File: src/rtl/gmii_tx_framer.sv
// gmii_tx_framer
//   Transmit-side GMII framer. It takes the Ethernet payload (DA through end
//   of data) from the TX buffer, prepends preamble and SFD, zero-pads frames
//   shorter than MIN_FRAME bytes, appends the CRC-32 FCS and enforces the
//   inter-frame gap before the next frame is started.
//
// Ports
//   TXCLK      in   transmit clock, the only clock
//   RESET      in   asynchronous active-high reset
//   S_DATA     in   payload byte
//   S_VALID    in   S_DATA is valid
//   S_LAST     in   final payload byte of the frame
//   S_READY    out  byte accepted on S_VALID & S_READY at a TXCLK edge
//   TXD        out  GMII transmit data (registered)
//   TXEN       out  GMII transmit enable (registered)
//   TXER       out  GMII transmit error (registered)
//   BUSY       out  high in every state except IDLE
//   FRAME_DONE out  one-cycle pulse on the last FCS byte
//   UNDERRUN   out  one-cycle pulse when a frame is aborted
module gmii_tx_framer #(
    parameter int MIN_FRAME  = 60,
    parameter int IFG_CYCLES = 12
) (
    input  logic       TXCLK,
    input  logic       RESET,
    input  logic [7:0] S_DATA,
    input  logic       S_VALID,
    input  logic       S_LAST,
    output logic       S_READY,
    output logic [7:0] TXD,
    output logic       TXEN,
    output logic       TXER,
    output logic       BUSY,
    output logic       FRAME_DONE,
    output logic       UNDERRUN
);

    typedef enum logic [2:0] {IDLE, PRE, SFD, DATA, PAD, FCS, IFG} state_t;

    state_t      state, state_n;
    logic [7:0]  tick, tick_n;        // cycle counter for PRE, FCS and IFG
    logic [10:0] byte_cnt, cnt_n;     // payload + pad bytes, saturating
    logic [10:0] cnt_inc;
    logic [31:0] crc, crc_n;
    logic [31:0] fcs;
    logic [7:0]  txd_n;
    logic        txen_n, txer_n, done_n, under_n;

    function automatic logic [31:0] crc_byte(input logic [31:0] c, input logic [7:0] d);
        logic [31:0] r;
        r = c ^ {24'h000000, d};
        for (int unsigned i = 0; i < 8; i++)
            r = r[0] ? ((r >> 1) ^ 32'hEDB88320) : (r >> 1);
        return r;
    endfunction

    // Ready is a pure decode of the registered state, so there is no
    // combinational path from S_VALID to S_READY.
    assign S_READY = (state == SFD) || (state == DATA);
    assign BUSY    = (state != IDLE);
    assign cnt_inc = (byte_cnt == '1) ? byte_cnt : byte_cnt + 11'd1;
    assign fcs     = ~crc;

    // The output registers are loaded with the value for the state being
    // entered, so each TXD byte appears the cycle after the edge that
    // produced it (e.g. preamble from cycle 1 after S_VALID is seen).
    always_comb begin
        state_n = state;
        tick_n  = tick;
        cnt_n   = byte_cnt;
        crc_n   = crc;
        txd_n   = '0;
        txen_n  = 1'b0;
        txer_n  = 1'b0;
        done_n  = 1'b0;
        under_n = 1'b0;
        case (state)
            IDLE: begin
                if (S_VALID) begin
                    state_n = PRE;
                    tick_n  = '0;
                    cnt_n   = '0;
                    crc_n   = '1;
                    txd_n   = 8'h55;
                    txen_n  = 1'b1;
                end
            end
            PRE: begin
                txen_n = 1'b1;
                tick_n = tick + 8'd1;
                if (tick == 8'd6) begin
                    txd_n   = 8'hD5;
                    state_n = SFD;
                end else begin
                    txd_n = 8'h55;
                end
            end
            SFD, DATA: begin
                txen_n = 1'b1;
                if (S_VALID) begin
                    txd_n   = S_DATA;
                    crc_n   = crc_byte(crc, S_DATA);
                    cnt_n   = cnt_inc;
                    state_n = DATA;
                    if (S_LAST) begin
                        state_n = (cnt_inc < 11'(MIN_FRAME)) ? PAD : FCS;
                        tick_n  = '0;
                    end
                end else begin
                    // Starved while ready: poison the frame and abort.
                    txer_n  = 1'b1;
                    under_n = 1'b1;
                    state_n = IFG;
                    tick_n  = '0;
                end
            end
            PAD: begin
                txen_n = 1'b1;
                crc_n  = crc_byte(crc, 8'h00);
                cnt_n  = cnt_inc;
                if (cnt_inc >= 11'(MIN_FRAME)) begin
                    state_n = FCS;
                    tick_n  = '0;
                end
            end
            FCS: begin
                txen_n = 1'b1;
                tick_n = tick + 8'd1;
                case (tick[1:0])
                    2'd0:    txd_n = fcs[7:0];
                    2'd1:    txd_n = fcs[15:8];
                    2'd2:    txd_n = fcs[23:16];
                    default: txd_n = fcs[31:24];
                endcase
                if (tick == 8'd3) begin
                    done_n  = 1'b1;
                    state_n = IFG;
                    tick_n  = '0;
                end
            end
            IFG: begin
                // The single IDLE cycle that follows completes the gap, so
                // the first IFG cycle (still showing the final byte) is
                // counted here as one of the IFG_CYCLES edges.
                tick_n = tick + 8'd1;
                if (tick == 8'(IFG_CYCLES - 1))
                    state_n = IDLE;
            end
            default: state_n = IDLE;
        endcase
    end

    always_ff @(posedge TXCLK or posedge RESET) begin
        if (RESET) begin
            state      <= IDLE;
            tick       <= '0;
            byte_cnt   <= '0;
            crc        <= '1;
            TXD        <= '0;
            TXEN       <= 1'b0;
            TXER       <= 1'b0;
            FRAME_DONE <= 1'b0;
            UNDERRUN   <= 1'b0;
        end else begin
            state      <= state_n;
            tick       <= tick_n;
            byte_cnt   <= cnt_n;
            crc        <= crc_n;
            TXD        <= txd_n;
            TXEN       <= txen_n;
            TXER       <= txer_n;
            FRAME_DONE <= done_n;
            UNDERRUN   <= under_n;
        end
    end

endmodule

File: config.mk
export PLATFORM = sky130hd
export DESIGN_NAME = gmii_tx_framer
export DESIGN_NICKNAME = d
export VERILOG_FILES = /design/src/rtl/gmii_tx_framer.sv
export SDC_FILE = /design/constraint.sdc
export NUM_CORES = 1
export LEC_CHECK = 0
export CORE_ASPECT_RATIO = 1.75
export CORE_MARGIN = 2
export CORE_UTILIZATION = 35
export CTS_CLUSTER_SIZE = 24
export DETAILED_ROUTE_END_ITERATION = 12
export GPL_ROUTABILITY_DRIVEN = 0
export GPL_TIMING_DRIVEN = 1
export PLACE_DENSITY = 0.56
export SYNTH_ARGS = -nofsm -noshare
export SYNTH_HDL_FRONTEND = slang
export SYNTH_SLANG_ARGS = --single-unit
File: constraint.sdc
create_clock -name TXCLK -period 2.74 [get_ports TXCLK]
set_input_delay 0.274 -clock TXCLK [delete_from_list [all_inputs] [get_ports TXCLK]]
set_output_delay 0.274 -clock TXCLK [all_outputs]
set_load 0.1 [all_outputs]
; After elaboration in Yosys (flattened, before gate mapping)
; Cells that the tools add are included.
[classes]
n_addsub = 2
n_reduce_logical = 12
n_bitwise = 18
n_mux = 49
eq_ne = 19
n_lt_le_gt_ge = 2
[op_table]
columns = op, n
row1 = 2-to-1 mux 32 bit, 18
row2 = NOT 13 -> 14 bit, 16
row3 = case mux 32 bit (3 select lines), 1
row4 = 2-to-1 mux 8 bit, 7
row5 = case mux 8 bit (5 select lines), 1
row6 = 2-to-1 mux 11 bit, 3
row7 = case mux 11 bit (3 select lines), 1
row8 = NOT 32 bit, 1
row9 = case mux 8 bit (4 select lines), 1
row10 = bitwise XOR 32 x 8 -> 32 bit, 1
row11 = case mux 8 bit (3 select lines), 1
row12 = 2-to-1 mux 3 bit, 7
row13 = case mux 3 bit (6 select lines), 1
row14 = "!= test 2 bit, second input constant", 6
row15 = "adder 11 x 1 -> 11 bit, second input constant", 1
row16 = "== test 11 bit, second input constant", 1
row17 = "greater-or-equal comparator 11 x 6 -> 1 bit, second input constant", 1
row18 = "less-than comparator 11 x 6 -> 1 bit, second input constant", 1
row19 = "== test 3 bit, second input constant", 3
row20 = "adder 8 x 1 -> 8 bit, second input constant", 1
row21 = "== test 8 x 2 -> 1 bit, second input constant", 1
row22 = "== test 8 x 3 -> 1 bit, second input constant", 1
row23 = "== test 8 x 4 -> 1 bit, second input constant", 1
row24 = 2-to-1 mux 7 bit, 1
row25 = other kinds (17), 25
[word_totals]
input_bits = 12
wordCells = 110
ff_bits = 65

; Longest topological paths before layout
[depth]
word_depth = 19
depth_mapped = 8

; Worst setup path before layout
; No wires, ideal clock.
[synth_timing]
path_type = flip-flop to flip-flop
from = reg state[2]
to = reg TXD[7]
slack_ns = 0.469
n_path_buf = 3
setup_ns = 0.083
stages_incl_launch_ff = 8
arrival_ns = 2.188
cell_sequence = dfrtp_1 > buf_2 > nand2b_1 > inv_1 > buf_6 > clkbuf_1 > a31oi_1 > o21ai_0
[synth_via]
elab_chain_len = 3
word_cells_on_any_way = 7
cone_classes = 4 x eq/ne / 1 x mux / 2 x reduce/logical
[synth_lines]
columns = item, line
row1 = start: declaration, 40  ; state_t state, state_n;
row2 = start signal: assignment, 165  ; state <= state_n;
row3 = == test 3 x 2 -> 1 bit, 77  ; case (state)
row4 = OR reduction 2 bit, 77
row5 = case mux 8 bit (4 select lines) *, 77
row6 = via txd_n[7], 46  ; logic [7:0] txd_n;
row7 = end signal: assignment, 169  ; TXD <= txd_n;
row8 = end: declaration, 30  ; output logic [7:0] TXD,
; Mark *: on every way through the listed nets, which the timed path passes. The rest lies on a longest branch.
; A chain may end at the register's enable or synchronous reset.

; Final worst setup path
[layout_timing]
from = reg crc[5]
to = reg crc[17]
[layout_via]
elab_chain_len = 11
word_cells_on_any_way = 19
cone_classes = 18 x mux / 1 x bitwise
[layout_lines]
columns = item, line
row1 = start: declaration, 44  ; logic [31:0] crc, crc_n;
row2 = start signal: assignment, 168  ; crc <= crc_n;
row3 = bitwise XOR 32 x 8 -> 32 bit, 51  ; r = c ^ {24'h000000, d};
row4 = 2-to-1 mux 32 bit (8 in series), 53  ; r = r[0] ? ((r >> 1) ^ 32'hEDB88320) : (r >> 1);
row5 = 2-to-1 mux 32 bit, 100  ; if (S_VALID) begin
row6 = case mux 32 bit (3 select lines) *, 77
; Every way passes the cells marked *; elsewhere a longest branch is shown, timed or not. The select of a mux whose other input is x is not followed.

==> summary.md <==
The run finished with clean final reports. The synthesized area divided by synthesized cell count was 8.96 sq um. The number of endpoints with negative hold slack in the final report is 0. In this run, distinct cell masters in the synthesized netlist total 52. The tools report the cell area after layout as 5930 sq um.

The share of the core filled with cells was 0.415; the final count of negative-setup-slack endpoints was 0. Buffers placed on the I/O ports in this run total 25. The instance area at placement is 5590 sq um. The biggest fanout along the worst timing path is 9, and the final wirelength is 15.4 mm. The number of global-route vias before repair is 4345. The Yosys step of the flow raised 0 warnings. The total DRC errors in the routed layout is 0, and the first-iteration detailed-routing DRC count is 331. The worst setup path is captured at a flop. Measured along the y axis, the die boundary spans 164 microns.

The tools report the initial core utilization as 0.357. The post-synth net total is 587. The arrival time at the worst endpoint came out at 2.58 ns. The overall track demand over capacity in global routing is 0.205, and the share of final-layout standard cells stronger than drive strength 1 is 0.191. The run gives 0.34 ns as the later-pin clock latency in the skew report. Walking the worst path, the cells encountered are xor2_2, xnor2_2, xnor2_1, xnor2_1, o21ai_0, o21a_1. The die covers 15600 sq um.

Entering global routing, the biggest net connects 31 pins. Summed over all failing endpoints, the final setup total negative slack is 0 ns. The worst slew margin relative to its limit was 0.570; the maximum single-stage delay on the critical path was 0.75 ns. The number of hold-repair buffers added at the cts stage was 0; the number of vias after detailed routing was 4334.

The run gives 0 as the antenna violation net count after detailed routing. Among the stages of the critical path, the cell type that occurs most often is xnor2_1. The initialized floorplan defines 58 standard-cell rows. 26 I/O pins were placed.

For the total number of clock tree sinks, the log shows 65. The number of levels the H-tree was split into is 3. The worst setup path is of the flop to flop kind.

The antenna diode instance count was 0; the area of the core was 14300 sq um. The type of element launching the critical path was a flop. The initial antenna violation count is 0. After clock tree synthesis, the clock-pin slew on the worst setup and hold paths is 0.06 ns. The number of filler cells placed in the layout was 1401. The run gives 0 as the post-cts gate resize count. The number of pins exceeding their max-slew limit in the final report is 0. The floorplan step set the die width to 95.3 microns. Number of enable flip-flop cells after synthesis: 0. For this run, the detailed router's first-pass iteration total came to 5. After the last flow step, the layout net total stands at 613. The min-delay analysis places its worst path in the category primary input to asynchronous set/reset pin.

TritonCTS built the clock tree. The actual transition at the worst max-transition pin is 0.642 ns. The async set-reset flop share out of synthesis was 1.00. The post-route minimum period was 2.31 ns.

The tools report the cell area after synthesis as 5110 sq um. The dominant synthesized flop cell was dfrtp_1. Once detailed placement completed, the half-perimeter wirelength came to 11.3 mm.

The area growth from synthesis to layout works out to 16.1%. Using the TritonRoute via totals, the vias-per-cell ratio works out to 5.55. STA puts the critical path data required time at 3.02 ns. The clock passes through at most 2 buffers. The synthesized design contains 65 register bits. Synthesis produced a netlist whose cell count is 570.

The run gives 9 as the number of clock buffers inserted by TritonCTS. In the final routed layout, each cell accounts on average for 19.7 microns. The period utilization came out at 0.842. The residual overflow from global routing is 0.

The root buffer cell chosen for the clock tree is clkbuf_16. First-pass GRT wire length: 24.1 mm. The run gives 0 as the number of buffers inserted to repair setup after CTS. For this run, the top clock speed supported by timing is 0.434 GHz. The share of synthesized area occupied by flip-flops and latches came out at 0.326.

Among all stages on the critical path, the largest delay is contributed by dfstp_2. Clock skew after layout: 0.0114 ns. Setup repair after global routing left no endpoint under its margin. The number of max-cap violations is 0.
## worst max-delay path, delay by kind of cell (launching register included)
family | cells | cell delay [ns]
AO/OA/AOI/OAI | 2 | 0.41
flip-flops | 1 | 0.75
XOR/XNOR | 4 | 1.08
## stage by stage
stage,cells,setup WS (ns),hold WS (ns)
floorplan,570,0.469,0.391
global route,781,0.320,0.253
finish,781,0.434,0.222
detailed placement,765,0.281,0.483
CTS,781,0.439,0.232
global placement,765,0.379,0.479
## path summary, 6_finish.rpt
| kind | cells past startpoint | from | to | slack (ns) |
|---|---|---|---|---|
| min in group TXCLK | 2 | crc[29] | crc[29] | 0.49 |
| hold reg to reg | 2 | crc[29] | crc[29] | 0.49 |
| setup reg to reg | 6 | crc[5] | crc[17] | 0.43 |
| hold / removal | 2 | RESET | FRAME_DONE | 0.22 |
| max in group asynchronous | 3 | RESET | crc[19] | 1.83 |
| setup / recovery | 6 | crc[5] | crc[17] | 0.43 |
## metal layers
layer  global-route usage  vias up  share of wire
li1                     -     2032              -
met3               0.0243       47          0.042
met1                0.228     2091           0.38
met5                    0        -              0
met2                0.366      164           0.53
met4                0.119        0          0.054
## cell families (layout without fill, tap and decap cells)
family | count (synthesis) | after routing | share of synthesized area
compound gates | 176 | 176 | 0.217
xor+xnor | 122 | 122 | 0.258
fa+ha+maj | 5 | 5 | 0.0122
buf+inv | 55 | 86 | 0.0551
flops | 65 | 65 | 0.326
mux | 1 | 1 | 0.00220
simple gates | 146 | 146 | 0.129
## cell usage after synthesis (all sizes together) (13+ instances only)
library cell  count  area share
buf              20       0.029
nand2            58       0.043
xor2             43       0.084
a21oi            49       0.048
o221ai           13       0.022
nor2             39       0.029
nand2b           13       0.016
clkbuf           20       0.015
inv              15       0.011
o21ai            56       0.055
dfstp            32        0.16
dfrtp            33        0.16
xnor2            76        0.16
## flip-flops by register name, indices dropped and copies added (netlist names)
register    cells
crc            32
byte_cnt       11
TXD             8
tick            8
state           3
FRAME_DONE      1
TXEN            1
UNDERRUN        1
## placed cells by master (no fill, tap or decap), drive strengths merged, types with 4 or more instances in the layout
cell type,synthesis,routed
clkdlybuf4s50,0,11
and3,8,8
dfstp,32,32
ha,5,5
a31oi,9,9
nor2,39,39
a221o,6,6
xnor2,76,76
nand3,9,9
o21ai,56,56
a31o,4,4
dfrtp,33,33
o221ai,13,13
a211oi,6,6
inv,15,15
o22ai,4,4
a22o,4,4
buf,20,44
nand2,58,58
nor3,5,5
and2,5,5
a21oi,49,49
nand2b,13,13
clkbuf,20,12
xor2,43,43
## layout make-up
type,count,area [sq um],share of cell area
clock buffers,12,267,0.0449
clock inverters,4,73.8,0.0124
inverters,15,56.3,0.00949
multi-input cells,450,3180,0.536
flip-flops and latches,65,1670,0.281
well taps,180,225,0.0380
repair buffers,55,465,0.0785
Power is not shown: default switching activity piles up to over one toggle a cycle in this logic, so the estimate is an artifact.
